===== config.mk =====
export PLATFORM = sky130hd
export DESIGN_NAME = multicycle_controller_flat
export DESIGN_NICKNAME = d
export VERILOG_FILES = /design/src/rtl/bananachine_pkg.sv /design/src/rtl/multicycle_controller_if.sv /design/src/rtl/multicycle_controller_inst_decoder.sv /design/src/rtl/multicycle_controller.sv /design/src/flat_wrapper.sv
export SDC_FILE = /design/constraint.sdc
export NUM_CORES = 1
export LEC_CHECK = 0
export CORE_MARGIN = 2
export CORE_UTILIZATION = 42
export CTS_CLUSTER_DIAMETER = 30
export DETAILED_ROUTE_END_ITERATION = 10
export MAX_ROUTING_LAYER = met4
export PLACE_DENSITY = 0.89
export SYNTH_ARGS = -nofsm -noshare
export SYNTH_HDL_FRONTEND = slang
export SYNTH_HIERARCHICAL = 1
export SYNTH_SLANG_ARGS = --single-unit
export TNS_END_PERCENT = 10

===== constraint.sdc =====
create_clock -name clk -period 2.1 [get_ports clk]
set_clock_uncertainty 0.05 [all_clocks]
set_input_delay 0.315 -clock clk [delete_from_list [all_inputs] [get_ports clk]]
set_output_delay 0.315 -clock clk [all_outputs]
set_load 0.02 [all_outputs]

===== src/rtl/bananachine_pkg.sv =====
// Shared types and encodings for the multicycle controller and its instruction decoder.
package bananachine_pkg;

    // Controller states; the numeric values are exported on state_dbg.
    typedef enum logic [3:0] {
        IDLE   = 4'd0,
        FETCH  = 4'd1,
        DECODE = 4'd2,
        EXEC   = 4'd3,
        MEM_RD = 4'd4,
        MEM_WR = 4'd5,
        BRANCH = 4'd6,
        NOP    = 4'd7
    } state_e;

    // Instruction classes produced by the decoder.
    typedef enum logic [2:0] {
        CLS_NOP,
        CLS_RTYPE,
        CLS_ITYPE,
        CLS_LOAD,
        CLS_STOR,
        CLS_JCOND,
        CLS_JAL,
        CLS_BCOND
    } instr_class_e;

    // Primary opcodes (instruction bits [15:12]).
    localparam logic [3:0] OP_RTYPE = 4'b0000;
    localparam logic [3:0] OP_ANDI  = 4'b0001;
    localparam logic [3:0] OP_ORI   = 4'b0010;
    localparam logic [3:0] OP_XORI  = 4'b0011;
    localparam logic [3:0] OP_MEM   = 4'b0100;
    localparam logic [3:0] OP_ADDI  = 4'b0101;
    localparam logic [3:0] OP_SUBI  = 4'b1001;
    localparam logic [3:0] OP_CMPI  = 4'b1011;
    localparam logic [3:0] OP_BCOND = 4'b1100;
    localparam logic [3:0] OP_MOVI  = 4'b1101;

    // Extended opcodes (instruction bits [7:4]) under OP_MEM.
    localparam logic [3:0] EXT_LOAD  = 4'b0000;
    localparam logic [3:0] EXT_STOR  = 4'b0100;
    localparam logic [3:0] EXT_JAL   = 4'b1000;
    localparam logic [3:0] EXT_JCOND = 4'b1100;

    // ALU function codes shared by R-type ext and I-type op fields.
    localparam logic [3:0] FN_ADD = 4'b0101;
    localparam logic [3:0] FN_SUB = 4'b1001;
    localparam logic [3:0] FN_CMP = 4'b1011;

    // pc_src encodings.
    localparam logic [1:0] PC_SRC_INC  = 2'b00;
    localparam logic [1:0] PC_SRC_DISP = 2'b01;
    localparam logic [1:0] PC_SRC_RTGT = 2'b10;

    // reg_write_src encodings.
    localparam logic [1:0] RWS_ALU = 2'b00;
    localparam logic [1:0] RWS_MEM = 2'b01;
    localparam logic [1:0] RWS_PC1 = 2'b10;

    localparam logic [5:0] ALU_PASS_B = 6'b111111;

    // ADD/SUB/CMP forms are the only ones that update the PSR flags.
    function automatic logic is_flag_op(input logic [3:0] fn);
        return (fn == FN_ADD) || (fn == FN_SUB) || (fn == FN_CMP);
    endfunction

endpackage


===== src/rtl/multicycle_controller_if.sv =====
// Control/decode bundle between the controller and the datapath/memory.
interface multicycle_controller_if #(
    parameter int ALU_CONT_W = 6
);
    import bananachine_pkg::*;

    logic                  run;
    logic [3:0]            op_code;
    logic [3:0]            ext_op_code;
    logic                  cond_true;
    logic                  instr_en;
    logic                  mem_addr_src;
    logic                  mem_we;
    logic                  pc_en;
    logic [1:0]            pc_src;
    logic                  reg_write;
    logic [1:0]            reg_write_src;
    logic                  alu_A_src;
    logic                  alu_B_src;
    logic [ALU_CONT_W-1:0] alu_cont;
    logic                  psr_en;
    logic [3:0]            state_dbg;

    // Controller side: consumes decode info, drives strobes.
    modport master (
        input  run, op_code, ext_op_code, cond_true,
        output instr_en, mem_addr_src, mem_we, pc_en, pc_src, reg_write,
               reg_write_src, alu_A_src, alu_B_src, alu_cont, psr_en, state_dbg
    );

    // Datapath side: supplies decode info, receives strobes.
    modport slave (
        output run, op_code, ext_op_code, cond_true,
        input  instr_en, mem_addr_src, mem_we, pc_en, pc_src, reg_write,
               reg_write_src, alu_A_src, alu_B_src, alu_cont, psr_en, state_dbg
    );

endinterface


===== src/rtl/multicycle_controller_inst_decoder.sv =====
// Combinational instruction classifier plus ALU-control / flag-update decode.
module inst_decoder
    import bananachine_pkg::*;
#(
    parameter int EN_JAL = 1
) (
    input  logic [3:0]   op_code,
    input  logic [3:0]   ext_op_code,
    output instr_class_e cls,
    output logic [5:0]   alu_cont,
    output logic         alu_b_imm,
    output logic         psr_en,
    output logic         writes_reg
);

    // Classify the instruction and derive its ALU behaviour.
    always_comb begin
        cls        = CLS_NOP;
        alu_cont   = '0;
        alu_b_imm  = 1'b0;
        psr_en     = 1'b0;
        writes_reg = 1'b0;
        case (op_code)
            OP_RTYPE: begin
                cls        = CLS_RTYPE;
                alu_cont   = {2'b00, ext_op_code};
                psr_en     = is_flag_op(ext_op_code);
                writes_reg = (ext_op_code != FN_CMP);
            end
            OP_ANDI, OP_ORI, OP_XORI, OP_ADDI, OP_SUBI, OP_CMPI, OP_MOVI: begin
                cls        = CLS_ITYPE;
                alu_b_imm  = 1'b1;
                alu_cont   = (op_code == OP_MOVI) ? ALU_PASS_B : {2'b01, op_code};
                psr_en     = is_flag_op(op_code);
                writes_reg = (op_code != OP_CMPI);
            end
            OP_MEM: begin
                case (ext_op_code)
                    EXT_LOAD:  cls = CLS_LOAD;
                    EXT_STOR:  cls = CLS_STOR;
                    EXT_JCOND: cls = CLS_JCOND;
                    EXT_JAL:   if (EN_JAL != 0) cls = CLS_JAL;
                    default:   cls = CLS_NOP;
                endcase
            end
            OP_BCOND: cls = CLS_BCOND;
            default:  cls = CLS_NOP;
        endcase
    end

endmodule


===== src/rtl/multicycle_controller.sv =====
// Multicycle control FSM sequencing fetch/decode/execute for the datapath and memory.
module multicycle_controller
    import bananachine_pkg::*;
#(
    parameter int MEM_LATENCY = 1,
    parameter int ALU_CONT_W  = 6,
    parameter int EN_JAL      = 1
) (
    input  logic                   clk,
    input  logic                   reset,
    multicycle_controller_if.master bus
);

    localparam int CNT_W = $clog2(MEM_LATENCY + 1);
    localparam logic [CNT_W-1:0] CNT_LAST = CNT_W'(MEM_LATENCY);

    state_e          state_q, state_d;
    logic [CNT_W-1:0] cnt_q, cnt_d;
    logic            wait_done;
    state_e          next_after;

    instr_class_e    dec_cls;
    logic [5:0]      dec_alu_cont;
    logic            dec_b_imm;
    logic            dec_psr_en;
    logic            dec_writes_reg;

    logic                  instr_en;
    logic                  mem_addr_src;
    logic                  mem_we;
    logic                  pc_en;
    logic [1:0]            pc_src;
    logic                  reg_write;
    logic [1:0]            reg_write_src;
    logic                  alu_a_src;
    logic                  alu_b_src;
    logic [ALU_CONT_W-1:0] alu_cont;
    logic                  psr_en;

    inst_decoder #(.EN_JAL(EN_JAL)) u_dec (
        .op_code     (bus.op_code),
        .ext_op_code (bus.ext_op_code),
        .cls         (dec_cls),
        .alu_cont    (dec_alu_cont),
        .alu_b_imm   (dec_b_imm),
        .psr_en      (dec_psr_en),
        .writes_reg  (dec_writes_reg)
    );

    // The final cycle of a memory access is the one where the counter reaches the latency.
    assign wait_done  = (cnt_q == CNT_LAST);
    assign next_after = bus.run ? FETCH : IDLE;

    // State and wait-counter registers.
    always_ff @(posedge clk) begin
        if (reset) begin
            state_q <= IDLE;
            cnt_q   <= '0;
        end else begin
            state_q <= state_d;
            cnt_q   <= cnt_d;
        end
    end

    // Next-state and wait-counter update; counter clears on every state change and saturates.
    always_comb begin
        state_d = state_q;
        case (state_q)
            IDLE:   if (bus.run) state_d = FETCH;
            FETCH:  if (wait_done) state_d = DECODE;
            DECODE: begin
                case (dec_cls)
                    CLS_RTYPE, CLS_ITYPE:           state_d = EXEC;
                    CLS_LOAD:                       state_d = MEM_RD;
                    CLS_STOR:                       state_d = MEM_WR;
                    CLS_JCOND, CLS_JAL, CLS_BCOND:  state_d = BRANCH;
                    default:                        state_d = NOP;
                endcase
            end
            EXEC, MEM_WR, BRANCH, NOP: state_d = next_after;
            MEM_RD: if (wait_done) state_d = next_after;
            default: state_d = IDLE;
        endcase

        if (state_d != state_q)
            cnt_d = '0;
        else if (!wait_done)
            cnt_d = cnt_q + CNT_W'(1);
        else
            cnt_d = cnt_q;
    end

    // Moore outputs from state plus current decode; everything is forced low during reset.
    always_comb begin
        instr_en      = 1'b0;
        mem_addr_src  = 1'b0;
        mem_we        = 1'b0;
        pc_en         = 1'b0;
        pc_src        = PC_SRC_INC;
        reg_write     = 1'b0;
        reg_write_src = RWS_ALU;
        alu_a_src     = 1'b0;
        alu_b_src     = 1'b0;
        alu_cont      = '0;
        psr_en        = 1'b0;
        if (!reset) begin
            case (state_q)
                FETCH: instr_en = wait_done;
                EXEC: begin
                    alu_a_src = 1'b1;
                    alu_b_src = dec_b_imm;
                    alu_cont  = ALU_CONT_W'(dec_alu_cont);
                    reg_write = dec_writes_reg;
                    psr_en    = dec_psr_en;
                    pc_en     = 1'b1;
                end
                MEM_RD: begin
                    mem_addr_src  = 1'b1;
                    reg_write_src = RWS_MEM;
                    reg_write     = wait_done;
                    pc_en         = wait_done;
                end
                MEM_WR: begin
                    mem_addr_src = 1'b1;
                    mem_we       = 1'b1;
                    pc_en        = 1'b1;
                end
                BRANCH: begin
                    pc_en = 1'b1;
                    case (dec_cls)
                        CLS_BCOND: pc_src = bus.cond_true ? PC_SRC_DISP : PC_SRC_INC;
                        CLS_JCOND: pc_src = bus.cond_true ? PC_SRC_RTGT : PC_SRC_INC;
                        CLS_JAL: begin
                            reg_write     = 1'b1;
                            reg_write_src = RWS_PC1;
                            pc_src        = PC_SRC_RTGT;
                        end
                        default: pc_src = PC_SRC_INC;
                    endcase
                end
                NOP: pc_en = 1'b1;
                default: ;
            endcase
        end
    end

    assign bus.instr_en      = instr_en;
    assign bus.mem_addr_src  = mem_addr_src;
    assign bus.mem_we        = mem_we;
    assign bus.pc_en         = pc_en;
    assign bus.pc_src        = pc_src;
    assign bus.reg_write     = reg_write;
    assign bus.reg_write_src = reg_write_src;
    assign bus.alu_A_src     = alu_a_src;
    assign bus.alu_B_src     = alu_b_src;
    assign bus.alu_cont      = alu_cont;
    assign bus.psr_en        = psr_en;
    assign bus.state_dbg     = reset ? 4'd0 : state_q;

endmodule


===== src/flat_wrapper.sv =====
// flat-port wrapper written by rule: the top's interface ports become plain ports
module multicycle_controller_flat import bananachine_pkg::*;
#(
    parameter int MEM_LATENCY = 1,
    parameter int ALU_CONT_W  = 6,
    parameter int EN_JAL      = 1
)
  (clk, reset, bus_run, bus_op_code, bus_ext_op_code, bus_cond_true, bus_instr_en, bus_mem_addr_src, bus_mem_we, bus_pc_en, bus_pc_src, bus_reg_write, bus_reg_write_src, bus_alu_A_src, bus_alu_B_src, bus_alu_cont, bus_psr_en, bus_state_dbg);
  multicycle_controller_if #(.ALU_CONT_W(ALU_CONT_W)) bus_i ();
  input  logic clk;
  input  logic reset;
  input wire logic [$bits(bus_i.run)-1:0] bus_run;
  input wire logic [$bits(bus_i.op_code)-1:0] bus_op_code;
  input wire logic [$bits(bus_i.ext_op_code)-1:0] bus_ext_op_code;
  input wire logic [$bits(bus_i.cond_true)-1:0] bus_cond_true;
  output wire logic [$bits(bus_i.instr_en)-1:0] bus_instr_en;
  output wire logic [$bits(bus_i.mem_addr_src)-1:0] bus_mem_addr_src;
  output wire logic [$bits(bus_i.mem_we)-1:0] bus_mem_we;
  output wire logic [$bits(bus_i.pc_en)-1:0] bus_pc_en;
  output wire logic [$bits(bus_i.pc_src)-1:0] bus_pc_src;
  output wire logic [$bits(bus_i.reg_write)-1:0] bus_reg_write;
  output wire logic [$bits(bus_i.reg_write_src)-1:0] bus_reg_write_src;
  output wire logic [$bits(bus_i.alu_A_src)-1:0] bus_alu_A_src;
  output wire logic [$bits(bus_i.alu_B_src)-1:0] bus_alu_B_src;
  output wire logic [$bits(bus_i.alu_cont)-1:0] bus_alu_cont;
  output wire logic [$bits(bus_i.psr_en)-1:0] bus_psr_en;
  output wire logic [$bits(bus_i.state_dbg)-1:0] bus_state_dbg;
  assign bus_i.run = bus_run;
  assign bus_i.op_code = bus_op_code;
  assign bus_i.ext_op_code = bus_ext_op_code;
  assign bus_i.cond_true = bus_cond_true;
  assign bus_instr_en = bus_i.instr_en;
  assign bus_mem_addr_src = bus_i.mem_addr_src;
  assign bus_mem_we = bus_i.mem_we;
  assign bus_pc_en = bus_i.pc_en;
  assign bus_pc_src = bus_i.pc_src;
  assign bus_reg_write = bus_i.reg_write;
  assign bus_reg_write_src = bus_i.reg_write_src;
  assign bus_alu_A_src = bus_i.alu_A_src;
  assign bus_alu_B_src = bus_i.alu_B_src;
  assign bus_alu_cont = bus_i.alu_cont;
  assign bus_psr_en = bus_i.psr_en;
  assign bus_state_dbg = bus_i.state_dbg;
  multicycle_controller #(.MEM_LATENCY(MEM_LATENCY), .ALU_CONT_W(ALU_CONT_W), .EN_JAL(EN_JAL)) u_core (.clk(clk), .reset(reset), .bus(bus_i));
endmodule

==> results.yml <==
placement:
  preCtsSetupSlack_ps: -887
  place.port_buffers: 33
  dp_hpwl_microns: 2170
  placed_insts: 200
  globalplace.congestion: 0.899
cells_and_area:
  layout_area_growth_over_synthesis_pct: 75.8
  post_layout_nonfiller_instances: 206
  final_layout_size_suffix_gt1_share_pct: 47.0
  design.final.nets: 194
  insertedDiodeCount: 0
  final.fill_count: 107
timing:
  fmaxAchievable_mhz: 459
  final.hold.worst_slack_ps: 603
  grt_setup_unrepaired: "yes"
  final-max-slew-violation-count: 0
  final_number_of_setup_violating_endpoints: 2
  finalHoldViolCount: 0
  final.min_clock_period_ps: 2180
  layout_setup_ws_ps: -77.1
  final_min_period_over_clock_period_pct: 104
logic_synthesis:
  synthSimpleGateAreaFrac_pct: 44.0
  postSynth.asyncResetShare_pct: 0
  synth_fa_ha_area_share_pct: 0
  avg_synthesized_cell_area_sq_um: 6.91
  post_synth_num_cell_types: 44
  synth-compound-area-share_pct: 32.1
  yosysTopAreaCellShare_pct: 12.3
  yosysWarningCount: 6
  netlist_area_sq_um: 816
  syn_nets: 130
  yosys.area_share.xor_xnor_pct: 1.07
  yosys-top-cells-area: "dfxtp_1 (12%), and2_1 (6.9%), nand2b_1 (6.9%), a21oi_1 (5.5%), nor2_1 (4.6%)"
  synth.yosys.seq_area_share_pct: 12.3
  synth.mux.area_fraction_pct: 0
  yosysTopAreaCell: "dfxtp_1"
  flip_flop_and_latch_count_after_synthesis: 5
  dominant_combinational_cell_family_by_area_after_synthesis: "simple AND/OR/NAND/NOR gates"
  ys.flop_type: "dfxtp_1"
  count_of_flip_flops_with_a_built_in_enable_after_synthesis: 0
  syn-instance-count: 118
detailed_routing:
  detail_route.iter0.violations: 106
  remaining_drc_errors: 0
  drt_wl_total_microns: 3890
  number_of_nets_with_antenna_violations_after_routing: 0
  detail_route.vias_per_cell: 6.31
  drt-wirelength-per-cell_microns: 18.9
  dr_total_vias: 1300
  dr.pass1.iters: 4
clock_network:
  cts_buffer_depth: 2
  clk_pin_slew_ps: 40
  cts.root.buffer_cell: "clkbuf_4"
  insertion_delay_ps: 240
  htreeDepth: 1
  cts-buffers-inserted: 3
  clock_sink_count: 5
  cts_tree: "done"
critical_path:
  critPathKind: "input port to primary output"
  critical_path.startpoint_type: "input port"
  end_kind: "primary output"
  critical-path-top-cell-by-count: "buf_4"
  critical_path.cell_chain: "clkdlybuf4s15_2, buf_4, nor2_2, o31ai_2, o21ai_1, nor3b_1, a31oi_1, a21oi_2, buf_4"
  crit_required_ps: 1740
  worst_path_max_delay_cell: "clkdlybuf4s15_2"
  critical-path-max-stage-delay_ps: 260
  critical_path_peak_fanout: 6
  worstPathArrival_ps: 1810
global_route:
  grt_start_max_net_pins: 10
  first_global_vias: 1171
  global_route.usage.total_pct: 35.7
  grt_pass1_wl_microns: 5550
  grt_antenna_before_repair: 0
  overall_overflow_remaining_after_global_route: 0
floorplan:
  fp.coreArea_sq_mm: 0.00178
  num_io_pins: 34
  die_height_microns: 48.1
  die_width_microns: 48.1
  starting_density_of_the_core_pct: 45.8
  die_area_sq_mm: 0.00231
  std_cell_rows: 15
power_and_ir_drop:
  switching_pwr_uw: 140
  power_density_over_the_cells_mw_per_mm2: 277
  power.leakage_uw: 0.000683
  power.sequential.fraction_pct: 26.3
  p_comb_share_pct: 46.1
  p_clk_share_pct: 27.6
  switching_share_pct: 35.1
  irDropWorstVdd_mv: 0.311
  internal_power_component_uw: 258
min_path:
  worstHoldPathType: "flip-flop to flip-flop"
run_status:
  status: "finished, violations left"
  violations: "negative setup slack"
job:
  maxCapViolCount: 0
-- synthesized netlist by cell type (all sizes together) (2+ instances only) --
library cell	count
a22oi	3
nand2b	9
or2	2
nand3b	2
a21boi	2
inv	5
nor4	2
buf	8
o22ai	3
nand3	3
dfxtp	5
and2	9
o31ai	2
nor3	5
o21ai	7
nor3b	3
o32ai	2
and3	2
nor2	10
nand2	7
a21oi	10
nor2b	5
-- worst max-delay path, delay by kind of cell --
kind / cells / cell delay [ps]
simple gates: 2 / 410
compound gates: 4 / 460
buf+inv: 3 / 610
-- cell type report --
class,instances,area [sq um],area share (%)
well taps,25,31.3,2.18
repair buffers,67,503,35.1
inverters,5,18.8,1.31
flip-flops and latches,5,100,6.98
multi-input cells,100,754,52.6
clock buffers,4,26.3,1.83
-- worst paths after layout --
path | startpoint | to | slack [ps] | depth (start not counted)
hold reg to reg | u_core/state_q[0] | u_core/cnt_q | 600 | 1
setup reg to reg | u_core/state_q[1] | u_core/cnt_q | 390 | 5
setup / recovery | bus_op_code[3] | bus_reg_write | -80 | 9
hold / removal | u_core/state_q[0] | u_core/cnt_q | 600 | 1
-- kinds of logic after synthesis --
family	count (synthesis)
xor+xnor	1
other cells	1
flops	5
compound gates	37
buf+inv	13
simple gates	61
-- power by group through the flow --
stage	Combinational [uW]	Clock, uW	Sequential [uW]
floorplan	69.4	0	102
global placement	138	0	105
detailed placement	146	0	105
CTS	158	112	103
global route	192	120	105
finish	183	110	104
-- placed cells by master, fill, tap and decap left out, drive strengths merged, types with 5 or more instances in the layout --
| cell type | count |
|---|---|
| a21oi | 10 |
| and2 | 9 |
| buf | 40 |
| clkbuf | 17 |
| dfxtp | 5 |
| dlygate4sd2 | 5 |
| inv | 5 |
| nand2 | 7 |
| nand2b | 9 |
| nor2 | 10 |
| nor2b | 5 |
| nor3 | 5 |
| o21ai | 7 |
-- metal layers --
layer	vias to the layer above	global-route usage, %	wire [microns]
met3	35	7.55	371
met5	-	-	0
li1	549	-	-
met4	0	18.9	253
met2	125	57.1	1850
met1	591	41.3	1410
-- stage by stage --
step                      area [sq um]  power (uW)  setup TNS [ps]  utilization (%)
after floorplan                    816         172               0                -
after global placement            1350         243           -7520             75.9
after detailed placement          1350         251           -8690             75.9
after CTS                         1430         374            -262             80.2
after global routing              1430         417            -207             80.4
final                             1430         398           -77.6             80.4
-- what timing repair did --
action	in CTS	in global routing
pin swaps	4	5
resized for setup	56	54
hold buffers	0	0
endpoints found under the setup margin	21	21
setup buffers	1	1
-- flip-flops by register name (all words and copies together), names as in the netlist --
| register | cells |
|---|---|
| u_core/cnt_q | 1 |
| u_core/state_q | 4 |
No activity file was read; power rests on OpenSTA's default activity.
